==> config.mk <==
export PLATFORM = sky130hd
export DESIGN_NAME = avalon_mem_arbiter
export DESIGN_NICKNAME = d
export VERILOG_FILES = /design/src/rtl/avalon_arb_pkg.sv /design/src/rtl/rr_picker_2.sv /design/src/rtl/avalon_mem_arbiter.sv
export SDC_FILE = /design/constraint.sdc
export NUM_CORES = 1
export LEC_CHECK = 0
export ABC_CLOCK_PERIOD_IN_PS = 3700
export BUFFER_PORTS_ARGS = -buffer_cell sky130_fd_sc_hd__buf_2
export CAP_MARGIN = 15
export CORE_AREA = 2 2 121 123
export DETAILED_ROUTE_END_ITERATION = 7
export DIE_AREA = 0 0 123 125
export MAX_ROUTING_LAYER = met4
export PLACE_DENSITY = 0.8
export SKIP_CTS_REPAIR_TIMING = 1
export SYNTH_ARGS = -nofsm -noshare
export SYNTH_HDL_FRONTEND = slang
export SYNTH_HIERARCHICAL = 1
export SYNTH_SLANG_ARGS = --single-unit
==> constraint.sdc <==
create_clock -name clk -period 3.7 [get_ports clk]
set_input_delay 0.74 -clock clk [delete_from_list [all_inputs] [get_ports clk]]
set_output_delay 0.74 -clock clk [all_outputs]
set_load 0.03 [all_outputs]
==> src/rtl/avalon_arb_pkg.sv <==
// Shared types for the two-master Avalon-MM arbiter: FSM states, master ids
// and the captured request record.
package avalon_arb_pkg;

  localparam int AW  = 32;
  localparam int DW  = 32;
  localparam int BEW = 4;

  typedef enum logic [1:0] {IDLE, ISSUE, WAIT, RESP} arb_state_t;

  typedef enum logic {MST_I = 1'b0, MST_D = 1'b1} master_id_t;

  typedef struct packed {
    logic [AW-1:0]  address;
    logic [BEW-1:0] byteenable;
    logic           read;
    logic           write;
    logic [DW-1:0]  writedata;
  } avalon_req_t;

  // A master strobing read and write together is served as a plain read.
  function automatic avalon_req_t norm_req(input avalon_req_t r);
    avalon_req_t n;
    n       = r;
    n.write = r.write & ~r.read;
    return n;
  endfunction

endpackage

==> src/rtl/rr_picker_2.sv <==
// Combinational two-way round-robin picker: a tie goes to whichever master
// did not win last time.
module rr_picker_2
  import avalon_arb_pkg::*;
(
  input  logic [1:0] req_i,
  input  master_id_t last_grant_i,
  output logic       valid_o,
  output master_id_t grant_o
);

  always_comb begin
    valid_o = |req_i;
    grant_o = MST_I;
    case (req_i)
      2'b01:   grant_o = MST_I;
      2'b10:   grant_o = MST_D;
      2'b11:   grant_o = master_id_t'(~last_grant_i);
      default: grant_o = MST_I;
    endcase
  end

endmodule

==> src/rtl/avalon_mem_arbiter.sv <==
// Shares one Avalon-MM slave between the instruction-fetch (I) and data (D)
// masters; one transfer in flight at a time, round-robin on ties.
module avalon_mem_arbiter
  import avalon_arb_pkg::*;
#(
  parameter bit PRIORITY_RESET = 1'b0
) (
  input  logic           clk,
  input  logic           reset_n,
  input  logic [AW-1:0]  i_address,
  input  logic [BEW-1:0] i_byteenable,
  input  logic           i_read,
  input  logic           i_write,
  input  logic [DW-1:0]  i_writedata,
  output logic           i_waitrequest,
  output logic [DW-1:0]  i_readdata,
  input  logic [AW-1:0]  d_address,
  input  logic [BEW-1:0] d_byteenable,
  input  logic           d_read,
  input  logic           d_write,
  input  logic [DW-1:0]  d_writedata,
  output logic           d_waitrequest,
  output logic [DW-1:0]  d_readdata,
  output logic [AW-1:0]  s_address,
  output logic [BEW-1:0] s_byteenable,
  output logic           s_read,
  output logic           s_write,
  output logic [DW-1:0]  s_writedata,
  input  logic           s_waitrequest,
  input  logic [DW-1:0]  s_readdata
);

  arb_state_t            state_q, state_d;
  master_id_t            last_q, last_d;
  master_id_t            gnt_q, gnt_d;
  avalon_req_t           cap_q, cap_d;
  logic                  s_read_q, s_read_d;
  logic                  s_write_q, s_write_d;
  logic [1:0][DW-1:0]    rdata_q, rdata_d;

  avalon_req_t [1:0]     mreq;
  logic [1:0]            req_vld;
  logic                  pick_vld;
  master_id_t            pick_gnt;

  always_comb begin
    mreq[MST_I] = '{address: i_address, byteenable: i_byteenable, read: i_read,
                    write: i_write, writedata: i_writedata};
    mreq[MST_D] = '{address: d_address, byteenable: d_byteenable, read: d_read,
                    write: d_write, writedata: d_writedata};
    req_vld     = {d_read | d_write, i_read | i_write};
  end

  rr_picker_2 u_pick (
    .req_i        (req_vld),
    .last_grant_i (last_q),
    .valid_o      (pick_vld),
    .grant_o      (pick_gnt)
  );

  always_comb begin
    state_d   = state_q;
    last_d    = last_q;
    gnt_d     = gnt_q;
    cap_d     = cap_q;
    s_read_d  = s_read_q;
    s_write_d = s_write_q;
    rdata_d   = rdata_q;
    case (state_q)
      IDLE: begin
        if (pick_vld) begin
          gnt_d     = pick_gnt;
          cap_d     = norm_req(mreq[pick_gnt]);
          s_read_d  = cap_d.read;
          s_write_d = cap_d.write;
          state_d   = ISSUE;
        end
      end
      // The slave only raises waitrequest after it has seen the strobe, so
      // its value during the first strobe cycle means nothing.
      ISSUE: begin
        s_read_d  = cap_q.read;
        s_write_d = cap_q.write;
        state_d   = WAIT;
      end
      WAIT: begin
        if (!s_waitrequest) begin
          if (cap_q.read) rdata_d[gnt_q] = s_readdata;
          s_read_d  = 1'b0;
          s_write_d = 1'b0;
          state_d   = RESP;
        end
      end
      RESP: begin
        last_d  = gnt_q;
        state_d = IDLE;
      end
      default: state_d = IDLE;
    endcase
  end

  always_ff @(posedge clk or negedge reset_n) begin
    if (!reset_n) begin
      state_q   <= IDLE;
      last_q    <= master_id_t'(!PRIORITY_RESET);
      gnt_q     <= MST_I;
      cap_q     <= '0;
      s_read_q  <= 1'b0;
      s_write_q <= 1'b0;
      rdata_q   <= '0;
    end else begin
      state_q   <= state_d;
      last_q    <= last_d;
      gnt_q     <= gnt_d;
      cap_q     <= cap_d;
      s_read_q  <= s_read_d;
      s_write_q <= s_write_d;
      rdata_q   <= rdata_d;
    end
  end

  assign s_address     = cap_q.address;
  assign s_byteenable  = cap_q.byteenable;
  assign s_writedata   = cap_q.writedata;
  assign s_read        = s_read_q;
  assign s_write       = s_write_q;

  assign i_waitrequest = !(state_q == RESP && gnt_q == MST_I);
  assign d_waitrequest = !(state_q == RESP && gnt_q == MST_D);
  assign i_readdata    = rdata_q[MST_I];
  assign d_readdata    = rdata_q[MST_D];

endmodule
==> results of run 1 <==
[critical path, stage by stage, from the launching register on]
cell	delay, ns
dfrtp_1	0.43
ha_1	0.26
nand2_1	0.08
buf_2	0.21
[cell families (layout without fill, tap and decap cells)]
| logic type | Yosys count | count (layout) | share of synthesized area |
|---|---|---|---|
| AOI/OAI and AO/OA | 79 | 79 | 0.0641 |
| muxes | 136 | 136 | 0.223 |
| and+or+nand+nor | 84 | 84 | 0.0566 |
| buffers and inverters | 101 | 351 | 0.106 |
| adders and majority gates | 5 | 5 | 0.00966 |
| DFF | 140 | 140 | 0.541 |
[power by group]
| part | switching, mW | internal (mW) |
|---|---|---|
| Clock | 0.692 | 0.949 |
| Sequential | 0.387 | 2.31 |
| Combinational | 2.73 | 1.39 |
[path summary, 6_finish.rpt]
kind / startpoint / end / slack [ns] / depth (start not counted)
max: state_q[0] / d_waitrequest / 1.57 / 3
min reg2reg: i_readdata[5] / i_readdata[5] / 0.49 / 1
max reg2reg: state_q[0] / i_readdata[3] / 1.69 / 6
max in group asynchronous: reset_n / s_address[25] / 2.57 / 2
min in group clk: i_readdata[5] / i_readdata[5] / 0.49 / 1
min: reset_n / d_readdata[20] / 0.37 / 1
[per-layer routing]
metal,share of wire,wire length [um]
met2,0.50,7190
met5,0,0
met3,0.081,1170
met1,0.40,5680
met4,0.022,318
[sequential cells by signal (all words and copies together) (netlist names)]
signal / count
i_readdata: 32
state_q: 2
s_writedata: 32
d_readdata: 32
s_byteenable: 4
gnt_q: 1
s_read: 1
s_write: 1
last_q: 1
s_address: 32
cap_q: 2
[area by class of cell]
cell class / instances / area (um2) / area share
Clock buffer: 17 / 425 / 0.0514
Inverter: 3 / 11.3 / 0.00136
Sequential cell: 140 / 3500 / 0.424
Multi-Input combinational cell: 304 / 2300 / 0.279
Timing Repair Buffer: 316 / 1640 / 0.198
Tap cell: 184 / 230 / 0.0278
Clock inverter: 15 / 154 / 0.0186
[cell usage in the layout, fill, tap and decap left out, types with 2 or more instances in the layout]
| cell type | count |
|---|---|
| nand2_1 | 2 |
| buf_12 | 3 |
| buf_4 | 3 |
| dfrtp_1 | 139 |
| inv_8 | 3 |
| clkbuf_16 | 17 |
| or2_2 | 2 |
| mux2i_1 | 69 |
| a21oi_1 | 70 |
| inv_6 | 4 |
| clkinvlp_4 | 2 |
| inv_1 | 3 |
| o21ai_0 | 2 |
| ha_1 | 5 |
| mux2_1 | 2 |
| buf_2 | 309 |
| nor2_1 | 70 |
| clkinv_4 | 4 |
| mux2_2 | 65 |
==> out/results.txt, run 1 <==
status = finished clean
first-pass GRT wire length = 22300 um
Mapped Cells = 545
Placed Cells = 947
#FFs+latches synth = 140
Synth warnings = 6
ranking of synthesized cells by area = dfrtp_1 54%, mux2_2 11%, mux2i_1 11%
GR Util met1 = 0.210
clk root buf = clkbuf_16
CTS tree = built
Async S/R FF share, synth = 1.00
via count = 4763
layout cells sized above 1 = 0.528
Die Height = 125 um
post-synth top area cell = dfrtp_1
maximum vdd drop = 0.590 mV
crit share post-route = 0.576
post-synthesis to final-layout area growth = 27.6%
total CTS buffers = 17
# DRC = 0
dpl cell area = 7690 um2
critical path fanouts, max = 5
vias per cell = 4.87
Design Power = 8.46 mW
Detail Route Antenna Nets = 0
Hold Vio Cnt, Final = 0
fmax = 469 MHz
setup TNS = 0 ns
Syn Area/Cell = 11.9 um2
clock sink count = 140
antenna violations before repair = 0
syn nets = 725
FILL cells = 1232
relative max-transition margin = 0.477
skew final = 0.00937 ns
busiest grt layer = met2
GRT met2 Usage = 0.329
core footprint = 14200 um2
sequential share of the synthesized area = 0.541
Unique masters post-synth = 33
final-report setup violation count = 0
Crit Path Category = reg -> out
ys flop type = dfrtp_1
largest net degree at the start of global routing = 114
hpwl dp = 10800 um
Lkg Pwr = 4.20 nW
Final min period = 2.13 ns
Final WS setup = 1.57 ns
port bufs = 310
top cells by count, synth = 139 x dfrtp_1, 70 x a21oi_1, 70 x nor2_1, 69 x mux2i_1, 68 x buf_4
Worst EP required = 2.96 ns
ANT cells = 0
Avg WL per Cell = 14.7 um
post-layout util = 0.582
Slew Viols, Final = 0
pre-CTS setup slack = 1.23 ns
H-Tree Depth = 4
latest clock arrival within the worst-skew pair = 0.41 ns
type of origin of the critical path = flip-flop
routing usage on met3 = 0.0516
final hold slack = 0.368 ns
GR Overflow Total = 0
synthesized area = 6480 um2
crit end category = output port
clk buf depth = 2
total global-route track usage = 0.192
worst-margin pin slew = 0.785 ns
fin area = 8270 um2
post-route insts no fill = 979
io pins = 311
Routed Wire Length = 14400 um
drt initial violations = 122
post-synth top area share = 0.537
PD cells = 1020 nW/um2
max_cap viols = 0
Die ar. = 15400 um2
# nets final = 962
crit path DAT = 1.39 ns
gp weighted congestion = 0.794
Initial Util = 0.456
most frequent cell after synthesis = dfrtp_1
worst hold path type = in -> async
die span in x = 123 um
RSZ-0062 raised after global routing = no
vias in the first global route = 4828
Clk pin slew, worst setup/hold paths = 0.06 ns
FP Rows = 44
EDFF count, synth = 0
drt first pass iters = 4
No activity file was read; power rests on OpenSTA's default activity.
==> run 2, diff against run 1 <==
ABC_CLOCK_PERIOD_IN_PS = 1930   (was 3700)
CORE_AREA = default   (was 2 2 121 123)
CORE_MARGIN = 2   (was default)
CORE_UTILIZATION = 42   (was default)
DIE_AREA = default   (was 0 0 123 125)
PLACE_DENSITY = 0.77   (was 0.8)
clock period = 1.93 ns   (was 3.7 ns; I/O delays follow)
==> out/results.txt, run 2 (synthesis results as in run 1) <==
status = finished clean
drt initial violations = 123
port bufs = 310
total CTS buffers = 17
clk root buf = clkbuf_16
FILL cells = 1290
io pins = 311
relative max-transition margin = 0.712
clock sink count = 140
largest net degree at the start of global routing = 44
max_cap viols = 0
Placed Cells = 967
RSZ-0062 raised after global routing = no
# DRC = 0
total global-route track usage = 0.188
via count = 4793
drt first pass iters = 4
Slew Viols, Final = 0
commonest non-fill, non-tap cell in the layout = buf_2
layout cells sized above 1 = 0.537
crit path DAT = 1.38 ns
fmax = 566 MHz
Clk pin slew, worst setup/hold paths = 0.06 ns
core footprint = 15100 um2
dpl cell area = 7900 um2
CTS tree = built
final-report setup violation count = 0
Die Height = 128 um
Detail Route Antenna Nets = 0
Lkg Pwr = 4.33 nW
Avg WL per Cell = 15.0 um
vias in the first global route = 4834
critical path fanouts, max = 5
CP cell instances = ha_1 -> nand2_1 -> buf_2
antenna violations before repair = 0
ANT cells = 0
PD cells = 1970 nW/um2
R2R setup slack = 0.17 ns
gp weighted congestion = 0.770
setup TNS = 0 ns
Worst path slowest cell = dfrtp_1
worst path buffer plus inverter count = 1
Crit Path Category = reg -> out
latest clock arrival within the worst-skew pair = 0.41 ns
Die ar. = 16400 um2
post-route insts no fill = 1000
fin area = 8560 um2
Max stage delay on crit path = 0.43 ns
H-Tree Depth = 4
die span in x = 128 um
Initial Util = 0.428
vias per cell = 4.79
worst-margin pin slew = 0.429 ns
Worst EP required = 1.54 ns
type of origin of the critical path = flip-flop
# nets final = 979
Routed Wire Length = 15000 um
hpwl dp = 11200 um
post-synthesis to final-layout area growth = 32.1%
crit end category = output port
worst hold path type = in -> reg
Hold Vio Cnt, Final = 0
crit share post-route = 0.916
Final min period = 1.77 ns
maximum vdd drop = 1.36 mV
most frequent cells in the layout = 309 x buf_2, 139 x dfrtp_1, 70 x nor2_1, 70 x a21oi_1, 69 x mux2i_1
skew final = 0.00771 ns
CP top delay family = flip-flops
FP Rows = 45
Design Power = 16.9 mW
GR Overflow Total = 0
clk buf depth = 2
first-pass GRT wire length = 23300 um
## run 2: cell types whose count changed in the layout (fill, tap and decap cells not counted), moves of 2 or more
cell       change
buf_4          +9
buf_12         +7
bufinv_16      +3
clkinv_4       -2
inv_8          -2
## run 2: final cells by class
cell class | count | area [um2] | share of cell area
multi-input cells | 304 | 2300 | 0.269
inverters | 3 | 11.3 | 0.00132
clock inverters | 14 | 206 | 0.0241
repair buffers | 333 | 1860 | 0.217
flip-flops and latches | 140 | 3500 | 0.410
clock buffers | 18 | 439 | 0.0513
well taps | 188 | 235 | 0.0275
## run 2: worst register-to-register path, delay by kind of cell (launching register included)
family | cells | cell delay (ns)
mux | 1 | 0.38
flops | 1 | 0.42
compound gates | 1 | 0.38
fa+ha+maj | 1 | 0.21
buf+inv | 2 | 0.25
## run 2: where the power goes
part	internal, mW	switching (mW)
logic	2.91	5.29
clock network	2.23	1.31
registers	4.43	0.747
total	9.56	7.34
## run 2: per-stage QoR
stage,utilization,hold slack (ns),worst slack [ns]
5_1_grt,0.565,0.193,0.0813
3_3_place_gp,0.522,0.342,0.0824
4_1_cts,0.564,-0.110,0.135
6_report,0.565,0.202,0.163
3_5_place_dp,0.522,0.338,0.0569
2_1_floorplan,-,0.0904,0.200
## run 2: final timing paths
kind | startpoint | endpoint | depth (start not counted)
worst min register to register | i_readdata[4] | i_readdata[4] | 1
worst max register to register | state_q[0] | s_read | 5
max in group asynchronous | reset_n | last_q | 3
min in group asynchronous | reset_n | d_readdata[5] | 2
worst max-delay path | state_q[0] | d_waitrequest | 3
worst min-delay path | s_readdata[4] | i_readdata[4] | 2
## run 2: layer usage
| metal | global-route usage | part of all wire | vias up |
|---|---|---|---|
| li1 | - | - | 2315 |
| met1 | 0.202 | 0.39 | 2270 |
| met2 | 0.337 | 0.53 | 189 |
| met3 | 0.0476 | 0.064 | 19 |
| met4 | 0.0653 | 0.016 | 0 |
| met5 | - | 0 | - |
==> run 3, diff against run 2 <==
ABC_CLOCK_PERIOD_IN_PS = 2300   (was 1930)
CORE_AREA = 2 2 121 123   (was default)
CORE_MARGIN = default   (was 2)
CORE_UTILIZATION = default   (was 42)
DIE_AREA = 0 0 123 125   (was default)
PLACE_DENSITY = 0.8   (was 0.77)
clock period = 2.3 ns   (was 1.93 ns; I/O delays follow)
==> out/results.txt, run 3 (synthesis results as in run 1) <==
maximum vdd drop = 0.990 mV
Avg WL per Cell = 14.8 um
crit share post-route = 0.803
status = finished clean
post-layout util = 0.591
FP Rows = 44
drt first pass iters = 4
Die Height = 125 um
Routed Wire Length = 14600 um
CTS tree = built
CP top delay family = flip-flops
# DRC = 0
most frequent cells in the layout = 309 x buf_2, 139 x dfrtp_1, 70 x nor2_1, 70 x a21oi_1, 69 x mux2i_1
Switch Pwr = 6.11 mW
crit path DAT = 2.14 ns
drt initial violations = 163
Lkg Pwr = 4.26 nW
Crit Path Category = reg -> reg
Die ar. = 15400 um2
type of origin of the critical path = flip-flop
GR Overflow Total = 0
Initial Util = 0.456
critical path fanouts, max = 32
clk buf depth = 2
clk root buf = clkbuf_16
port bufs = 310
worst path buffer plus inverter count = 2
vias in the first global route = 4785
antenna violations before repair = 0
post-synthesis to final-layout area growth = 29.6%
Max stage delay on crit path = 0.43 ns
layout cells sized above 1 = 0.533
clock power share = 0.192
Int Power = 7.59 mW
core footprint = 14200 um2
first-pass GRT wire length = 23200 um
PD cells = 1630 nW/um2
clock sink count = 140
Detail Route Antenna Nets = 0
Logic pwr share = 0.491
commonest non-fill, non-tap cell in the layout = buf_2
io pins = 311
final-report setup violation count = 0
worst-margin pin slew = 0.548 ns
gp weighted congestion = 0.780
Hold Vio Cnt, Final = 0
skew final = 0.00545 ns
Worst EP required = 2.60 ns
total global-route track usage = 0.199
Worst path slowest cell = dfrtp_1
worst hold path type = in -> async
largest net degree at the start of global routing = 95
fmax = 541 MHz
ANT cells = 0
RSZ-0062 raised after global routing = no
Net Sw Frac = 0.446
max_cap viols = 0
die span in x = 123 um
H-Tree Depth = 4
Final min period = 1.85 ns
total CTS buffers = 17
Clk pin slew, worst setup/hold paths = 0.06 ns
setup TNS = 0 ns
via count = 4744
CP cell instances = inv_1 -> ha_1 -> nand2_1 -> nor3_4 -> buf_12 -> mux2_2
crit end category = flip-flop
Flop pwr share = 0.317
relative max-transition margin = 0.634
# nets final = 973
latest clock arrival within the worst-skew pair = 0.41 ns
vias per cell = 4.79
Slew Viols, Final = 0
hpwl dp = 10900 um
-- run 3: cell count changes in the layout (fill, tap and decap cells not counted) --
| cell | delta |
|---|---|
| buf_12 | -3 |
| bufinv_16 | -3 |
| inv_8 | -1 |
| buf_4 | -2 |
| clkbuf_1 | +1 |
| inv_6 | +2 |
| dlygate4sd3_1 | -1 |
| clkinv_4 | +1 |
-- run 3: worst paths after layout --
| path | from | endpoint | slack, ns | depth (start not counted) |
|---|---|---|---|---|
| max in group asynchronous | reset_n | d_readdata[23] | 1.65 | 2 |
| min in group clk | s_readdata[4] | i_readdata[4] | 0.28 | 2 |
| worst min-delay path | reset_n | i_readdata[20] | 0.02 | 1 |
| worst max-delay path | state_q[0] | i_readdata[23] | 0.45 | 6 |
| worst max register to register | state_q[0] | i_readdata[23] | 0.45 | 6 |
| worst min register to register | i_readdata[4] | i_readdata[4] | 0.48 | 1 |
-- run 3: final cells by class --
type | count | area (um2)
clock buffer | 19 | 443
clock inverter | 13 | 131
fill | 1194 | 5810
inverter | 3 | 11.3
multi-input combinational | 304 | 2300
sequential | 140 | 3500
tap | 184 | 230
timing repair buffer | 327 | 1770
-- run 3: routing by layer --
metal  global-route usage  part of all wire  wire length [um]  vias up
met3               0.0570             0.081              1190       19
li1                     -                 -                 -     2306
met2                0.339              0.51              7410      204
met1                0.226              0.39              5750     2215
met5                    -                 0                 0        -
met4               0.0602             0.017               255        0
-- run 3: power by group through the flow --
stage	registers, mW	clock network, mW	logic [mW]
finish	4.35	2.63	6.73
detailed placement	4.37	0	6.79
CTS	4.36	2.68	6.80
floorplan	5.45	0	4.46
global placement	4.33	0	6.65
global route	4.51	2.81	7.21
-- run 3: worst register-to-register path, cell delays in order, from the launching register on --
cell and delay [ns]:
dfrtp_1 0.43, inv_1 0.11, ha_1 0.27, nand2_1 0.14, nor3_4 0.17, buf_12 0.24, mux2_2 0.38
-- run 3: per-stage QoR --
stage                     hold WS, ns  power, mW  cells  area [um2]  setup slack (ns)
final                          0.0246       13.7    990        8400             0.452
after global routing           0.0558       14.5    990        8400             0.336
after CTS                      0.0350       13.8    990        8400             0.455
after detailed placement        0.469       11.2    958        7820             0.280
after global placement          0.464       11.0    958        7820             0.361
after floorplan                 0.164       9.91    545        6480             0.496
